$ cat src/rtl/im_loader.sv
// Byte-stream instruction-memory loader: 16-bit word count header, then N big-endian 32-bit words.
// Optional trailing checksum word enabled by defining IM_LOADER_CHECKSUM_EN.
module im_loader #(
  parameter int unsigned IM_AW     = 10,
  parameter int unsigned MAX_WORDS = 2**IM_AW
) (
  input  logic             clock,
  input  logic             reset,
  input  logic             start,
  input  logic             in_valid,
  input  logic [7:0]       in_data,
  output logic             in_ready,
  output logic             im_we,
  output logic [IM_AW-1:0] im_addr,
  output logic [31:0]      im_wdata,
  output logic             cpu_hold,
  output logic             done,
  output logic             err
);

  localparam logic [2:0] S_HDR_HI = 3'd0;
  localparam logic [2:0] S_HDR_LO = 3'd1;
  localparam logic [2:0] S_DATA   = 3'd2;
`ifdef IM_LOADER_CHECKSUM_EN
  localparam logic [2:0] S_CKSUM  = 3'd3;
`endif
  localparam logic [2:0] S_DONE   = 3'd4;
  localparam logic [2:0] S_ERR    = 3'd5;

  logic [2:0]       r_state;
  logic [2:0]       w_next;
  logic             r_hold;
  logic             r_done;
  logic             r_err;
  logic [23:0]      r_shift;
  logic [1:0]       r_bcnt;
  logic [15:0]      r_left;
  logic [IM_AW-1:0] r_addr;
  logic             r_we;
  logic [31:0]      r_wdata;
`ifdef IM_LOADER_CHECKSUM_EN
  logic [31:0]      r_sum;
`endif

  logic        w_xfer;
  logic        w_byte_last;
  logic        w_rearm;
  logic [31:0] w_word;
  logic [15:0] w_n;
  logic        w_n_big;

  // Accepting states are encoded 0..3, so bit 2 clear means ready.
  assign in_ready    = ~reset & ~r_state[2];
  assign w_xfer      = in_valid & in_ready;
  assign w_byte_last = (r_bcnt == 2'd3);
  assign w_word      = {r_shift, in_data};
  assign w_n         = {r_shift[7:0], in_data};
  assign w_n_big     = (32'(w_n) > MAX_WORDS);
  assign w_rearm     = start & ((r_state == S_DONE) | (r_state == S_ERR));

  assign im_we    = r_we;
  assign im_addr  = r_addr;
  assign im_wdata = r_wdata;
  assign cpu_hold = r_hold;
  assign done     = r_done;
  assign err      = r_err;

  // State register; status flags are registered from the next state.
  always_ff @(posedge clock or posedge reset) begin
    if (reset) begin
      r_state <= S_HDR_HI;
      r_hold  <= 1'b1;
      r_done  <= 1'b0;
      r_err   <= 1'b0;
    end else begin
      r_state <= w_next;
      r_hold  <= (w_next != S_DONE);
      r_done  <= (w_next == S_DONE);
      r_err   <= (w_next == S_ERR);
    end
  end

  always_comb begin
    w_next = r_state;
    case (r_state)
      S_HDR_HI: if (w_xfer) w_next = S_HDR_LO;
      S_HDR_LO: begin
        if (w_xfer) begin
          if (w_n_big)
            w_next = S_ERR;
          else if (w_n == 16'd0)
`ifdef IM_LOADER_CHECKSUM_EN
            w_next = S_CKSUM;
`else
            w_next = S_DONE;
`endif
          else
            w_next = S_DATA;
        end
      end
      S_DATA: begin
        if (w_xfer && w_byte_last && (r_left == 16'd1))
`ifdef IM_LOADER_CHECKSUM_EN
          w_next = S_CKSUM;
`else
          w_next = S_DONE;
`endif
      end
`ifdef IM_LOADER_CHECKSUM_EN
      S_CKSUM: if (w_xfer && w_byte_last) w_next = (w_word == r_sum) ? S_DONE : S_ERR;
`endif
      S_DONE:  if (start) w_next = S_HDR_HI;
      S_ERR:   if (start) w_next = S_HDR_HI;
      default: w_next = S_HDR_HI;
    endcase
  end

  // Word assembly, write strobe and index; index advances after each write while more words follow.
  always_ff @(posedge clock or posedge reset) begin
    if (reset) begin
      r_shift <= 24'd0;
      r_bcnt  <= 2'd0;
      r_left  <= 16'd0;
      r_addr  <= '0;
      r_we    <= 1'b0;
      r_wdata <= 32'd0;
`ifdef IM_LOADER_CHECKSUM_EN
      r_sum   <= 32'd0;
`endif
    end else begin
      r_we <= 1'b0;
      if (w_xfer) r_shift <= w_word[23:0];
      if (w_rearm) begin
        r_addr <= '0;
        r_bcnt <= 2'd0;
`ifdef IM_LOADER_CHECKSUM_EN
        r_sum  <= 32'd0;
`endif
      end else begin
        if (r_we && (r_state == S_DATA)) r_addr <= r_addr + IM_AW'(1);
        if (w_xfer && (r_state == S_HDR_LO)) begin
          r_left <= w_n;
          r_bcnt <= 2'd0;
        end
        if (w_xfer && (r_state == S_DATA)) begin
          r_bcnt <= r_bcnt + 2'd1;
          if (w_byte_last) begin
            r_we    <= 1'b1;
            r_wdata <= w_word;
            r_left  <= r_left - 16'd1;
`ifdef IM_LOADER_CHECKSUM_EN
            r_sum   <= r_sum + w_word;
`endif
          end
        end
`ifdef IM_LOADER_CHECKSUM_EN
        if (w_xfer && (r_state == S_CKSUM)) r_bcnt <= r_bcnt + 2'd1;
`endif
      end
    end
  end

endmodule

$ cat config.mk
export PLATFORM = sky130hd
export DESIGN_NAME = im_loader
export DESIGN_NICKNAME = d
export VERILOG_FILES = /design/src/rtl/im_loader.sv
export SDC_FILE = /design/constraint.sdc
export NUM_CORES = 1
export LEC_CHECK = 0
export ABC_AREA = 0
export CAP_MARGIN = 30
export CORE_MARGIN = 2
export CORE_UTILIZATION = 45
export CTS_BUF_LIST = sky130_fd_sc_hd__clkbuf_8
export DETAILED_ROUTE_END_ITERATION = 10
export GPL_TIMING_DRIVEN = 0
export PLACE_DENSITY_LB_ADDON = 0.2
export SLEW_MARGIN = 15
export SYNTH_ARGS = -nofsm -noshare
export SYNTH_HDL_FRONTEND = slang
export SYNTH_SLANG_ARGS = --single-unit
$ cat constraint.sdc
create_clock -name clock -period 6.1 [get_ports clock]
set_input_delay 0.915 -clock clock [delete_from_list [all_inputs] [get_ports clock]]
set_output_delay 0.915 -clock clock [all_outputs]
set_load 0.03 [all_outputs]
---- After elaboration in Yosys (flattened, before gate mapping) ----
Cells that the tools add are included.
storage, ports and cells
  register bits after elaboration ......... 91
  input bits .............................. 12
  output and inout bits ................... 47
  logic and storage cells ................. 59
operators by class
  add/sub/neg operators ................... 3
  magnitude comparators ................... 1
  equality and inequality tests ........... 9
  muxes and demuxes ....................... 18
  bitwise logic cells ..................... 7
  reductions and logical operators ........ 11
operators with widths
  operator                                                                            number
  16-bit 2-to-1 mux                                                                   3
  10-bit 2-to-1 mux                                                                   2
  3-bit 2-to-1 mux                                                                    6
  16-bit by 1-bit == test with 1-bit output (second input constant)                   1
  16-bit by 11-bit greater-than comparator with 1-bit output (second input constant)  1
  16-bit logical NOT                                                                  1
  16-bit by 1-bit subtractor with 16-bit output (second input constant)               1
  3-bit == test (second input constant)                                               4
  3-bit one-hot mux with 4 select lines                                               1
  10-bit by 1-bit adder with 10-bit output (second input constant)                    1
  2-bit 2-to-1 mux                                                                    3
  1-bit logical AND                                                                   5
  1-bit AND                                                                           3
  3-bit by 1-bit == test with 1-bit output (second input constant)                    1
  3-bit by 2-bit == test with 1-bit output (second input constant)                    1
  3-bit logical NOT                                                                   1
  1-bit 2-to-1 mux                                                                    3
  3-bit != test (second input constant)                                               1
  1-bit inverter                                                                      3
  3-bit AND reduction                                                                 1
  3-bit nonzero test                                                                  1
  2-bit by 1-bit adder with 2-bit output (second input constant)                      1
  2-bit == test (second input constant)                                               1
  2-bit nonzero test                                                                  1
  2 further kinds                                                                     2

---- Longest topological paths before layout ----
  depth after elaboration ................. 8
  mapped depth ............................ 8
  depth with buffers taken out ............ 6

---- Worst setup path before layout ----
OpenSTA, ideal clock, no wires.
  path type ............................... in2out
  start point ............................. input reset
  end point ............................... output in_ready
  data arrival time ....................... 1.317 ns
  data required time ...................... 5.185 ns
  slack ................................... 3.868 ns
  stages .................................. 1
  path buffers ............................ 0
  path through ............................ nor2_1
on the way
  longest elaborated chain between the ends .. 2
ends and longest elaborated chain
  what             line  text
  start, declared  8     input logic reset,
  1-bit inverter   53    assign in_ready = ~reset & ~r_state[2];
  1-bit AND        53
  end, declared    12    output logic in_ready,
Every way passes these cells.

---- Final worst setup path ----
Same ends and word-level chain as after synthesis.

==> impl_metrics.ini <==
[synth]
ys_warn_count = 0
synth_area_leaders = dfrtp_1 (53%), nand2_1 (16%), nor2_1 (1.8%), nand3_1 (1.4%), nand4_1 (1.3%)
netlist_area_sq_um = 4210
synth_area_per_cell_sq_um = 9.27
ys_seq_area_frac = 0.541
synth_area_leader_cell = dfrtp_1
syn_nets = 470
syn_inst = 454
synth.top_cell.area_share = 0.535
synth_edf_count = 0
synth_flop_cell = dfrtp_1
ys_types = 57
synth_seq_cells = 91
async_flop_share = 1.00

[route]
drtIter0Drc = 231
drtPass1Iterations = 5
ant_nets = 0
wl_per_cell_microns = 15.4
viasPerCell = 5.47
drc_errors = 0
vias = 3500
drt-total-wl_mm = 9.84

[critical_path]
crit_top_cell = clkdlybuf4s50_1
arrival_ps = 2250
worstSetupPathType = input port to output port
end_kind = output port
path_max_fanout = 5
slowest_delay_ps = 670
worstPathRequired_ps = 5180
start_kind = input port
rr_worst_depth = 6
slowest_stage = clkdlybuf4s50_1
critical_path.cell_chain = clkdlybuf4s50_1 -> nor2_1 -> clkdlybuf4s50_1

[power_and_ir_drop]
p_leak_nw = 2.43
power_density_nw_per_um2 = 326
ir_worst_vdd_mv = 0.168
p_total_mw = 1.68

[global_route]
met3_usage = 0.0312
grt_pass1_wl_mm = 16.6
antenna_found_initial = 0
gr-usage-met1 = 0.302
overflow = 0
grt_max_degree = 47
grt_use_met2 = 0.317
grtUsageTotal = 0.209
grt_pass1_vias = 3327
busiest_layer = met2

[place]
portBuffers = 58
hpwl_mm = 7.03
gp_congestion = 0.909

[sta]
hold_violations = 0
setup_tns_ps = 0
setup_viol = 0
period_share = 0.518
final_max_slew_viol_count = 0
grt_setup_unrepaired = false
worst_slew_pin_slew_ps = 595
finalCriticalPeriod_ps = 3160
fmax_mhz = 316
fin_skew_ps = 15.3
slew_headroom = 0.600

[clock_tree]
cts_htree_levels = 3
ctsResizeCount = 0
cts_buffer_depth = 2
cts_setup_buffers = 0
ctsHoldBuffers = 0
cts-root-buf = clkbuf_8
cts_tree = done
cts-buffers-inserted = 9
clock_sinks = 91
clkSlewWorstSetupHoldPaths_ps = 100
clock_latency_ps = 360

[min_path]
hold_depth = 2
hp-class = flip-flop to flip-flop

[floorplanning]
initial_core_util = 0.460
die_h_microns = 101
core_area_sq_um = 9150
rows = 35
die_x_microns = 101
io_pins = 59
dieArea_sq_um = 10100

[layout]
final_cell_mix = nand2_1 (181), dfrtp_1 (90), clkdlybuf4s50_1 (58), nor2_1 (20), nand3_1 (12)
fillers = 826
final_common_cell = nand2_1
drive_gt1_frac = 0.0964
multi_input_area_sq_um = 1790
final_nets = 540
antenna_cells = 0
area_delta_synth_final_pct = 22.4
seqCellArea_sq_um = 2280

[run_status]
run_status = finished, final reports clean

[flow_run]
cap_viol_max_count = 0
[path summary, 6_finish.rpt]
| kind | startpoint | endpoint | slack (ps) |
|---|---|---|---|
| max | reset | in_ready | 2940 |
| min | r_shift[18]$_DFFE_PP0P_ | im_wdata[26]$_DFFE_PP0P_ | 480 |
| max reg2reg | r_state[2]$_DFF_PP0_ | r_left[12]$_DFFE_PP0N_ | 3980 |
| min reg2reg | r_shift[18]$_DFFE_PP0P_ | im_wdata[26]$_DFFE_PP0P_ | 480 |
| max in group asynchronous | reset | r_left[11]$_DFFE_PP0N_ | 4380 |
| min in group asynchronous | reset | err$_DFF_PP0_ | 1100 |
[power by group]
part | total, mW | leakage [nW] | switching (mW) | internal [mW]
Clock | 0.399 | 0.0934 | 0.231 | 0.168
Sequential | 0.888 | 1.20 | 0.154 | 0.734
Combinational | 0.393 | 1.13 | 0.230 | 0.164
[critical path: cells and delay by family]
| family | cells | cell delay (ps) |
|---|---|---|
| buf+inv | 2 | 1190 |
| simple gates | 1 | 130 |
[cells by family (layout without fill, tap and decap cells)]
logic type                 after synthesis  count (layout)  synth area share
adders and majority gates                4               4            0.0119
and+or+nand+nor                        273             273             0.306
DFF                                     91              91             0.541
AOI/OAI and AO/OA                       49              49            0.0859
buffers and inverters                   27             102            0.0330
xor gates and xnor gates                 6               6            0.0125
muxes                                    4               4           0.00981
[per-layer routing]
metal / part of all wire / vias to the layer above / wire length (microns)
li1: - / 1690 / -
met1: 0.48 / 1703 / 4720
met2: 0.45 / 95 / 4440
met3: 0.051 / 12 / 502
met4: 0.017 / 0 / 168
met5: 0 / - / 0
[synth_stat cells (2+ instances only)]
library cell  number
nand3_1           12
o21ai_0            7
xor2_1             3
a211oi_1           5
clkbuf_1           5
or2_2              3
a21boi_0           2
nor2_1            20
a311oi_1           5
or4_1              4
nand2_1          181
buf_6              3
o31ai_1            4
nor3_1             8
ha_1               4
nor2b_1            2
nand3b_1           3
o311ai_0           2
nor4_1             4
and4_1             3
a21oi_1            5
nor3b_2            2
and3_1             6
xnor2_1            3
o211ai_1           7
inv_1              8
mux2i_1            3
nor4_2             2
a211oi_2           2
buf_2              9
nand4_1            9
nand2b_1           2
a31oi_1            3
dfrtp_1           90
[through the flow]
step	std cells	util	cell area, sq um	worst slack [ps]	hold WS, ps
6_report	640	0.563	5150	2940	482
2_1_floorplan	454	-	4210	2820	439
3_5_place_dp	624	0.542	4960	2940	459
5_1_grt	640	0.563	5150	2880	507
3_3_place_gp	623	0.539	4930	1290	453
4_1_cts	640	0.563	5150	2940	484
[cell type report]
class,count,share of cell area
buffer,18,0.0204
clock buffer,10,0.0267
clock inverter,6,0.0107
inverter,9,0.00704
multi-input combinational,336,0.348
sequential,91,0.442
tap,111,0.0270
timing repair buffer,59,0.118
[state kept, by name, indices dropped and copies added (netlist names)]
register,cells
cpu_hold,1
done,1
err,1
im_addr,10
im_wdata,32
im_we,1
r_bcnt,2
r_left,16
r_shift,24
r_state,3
Note: power is estimated with default switching activity, not from simulation.
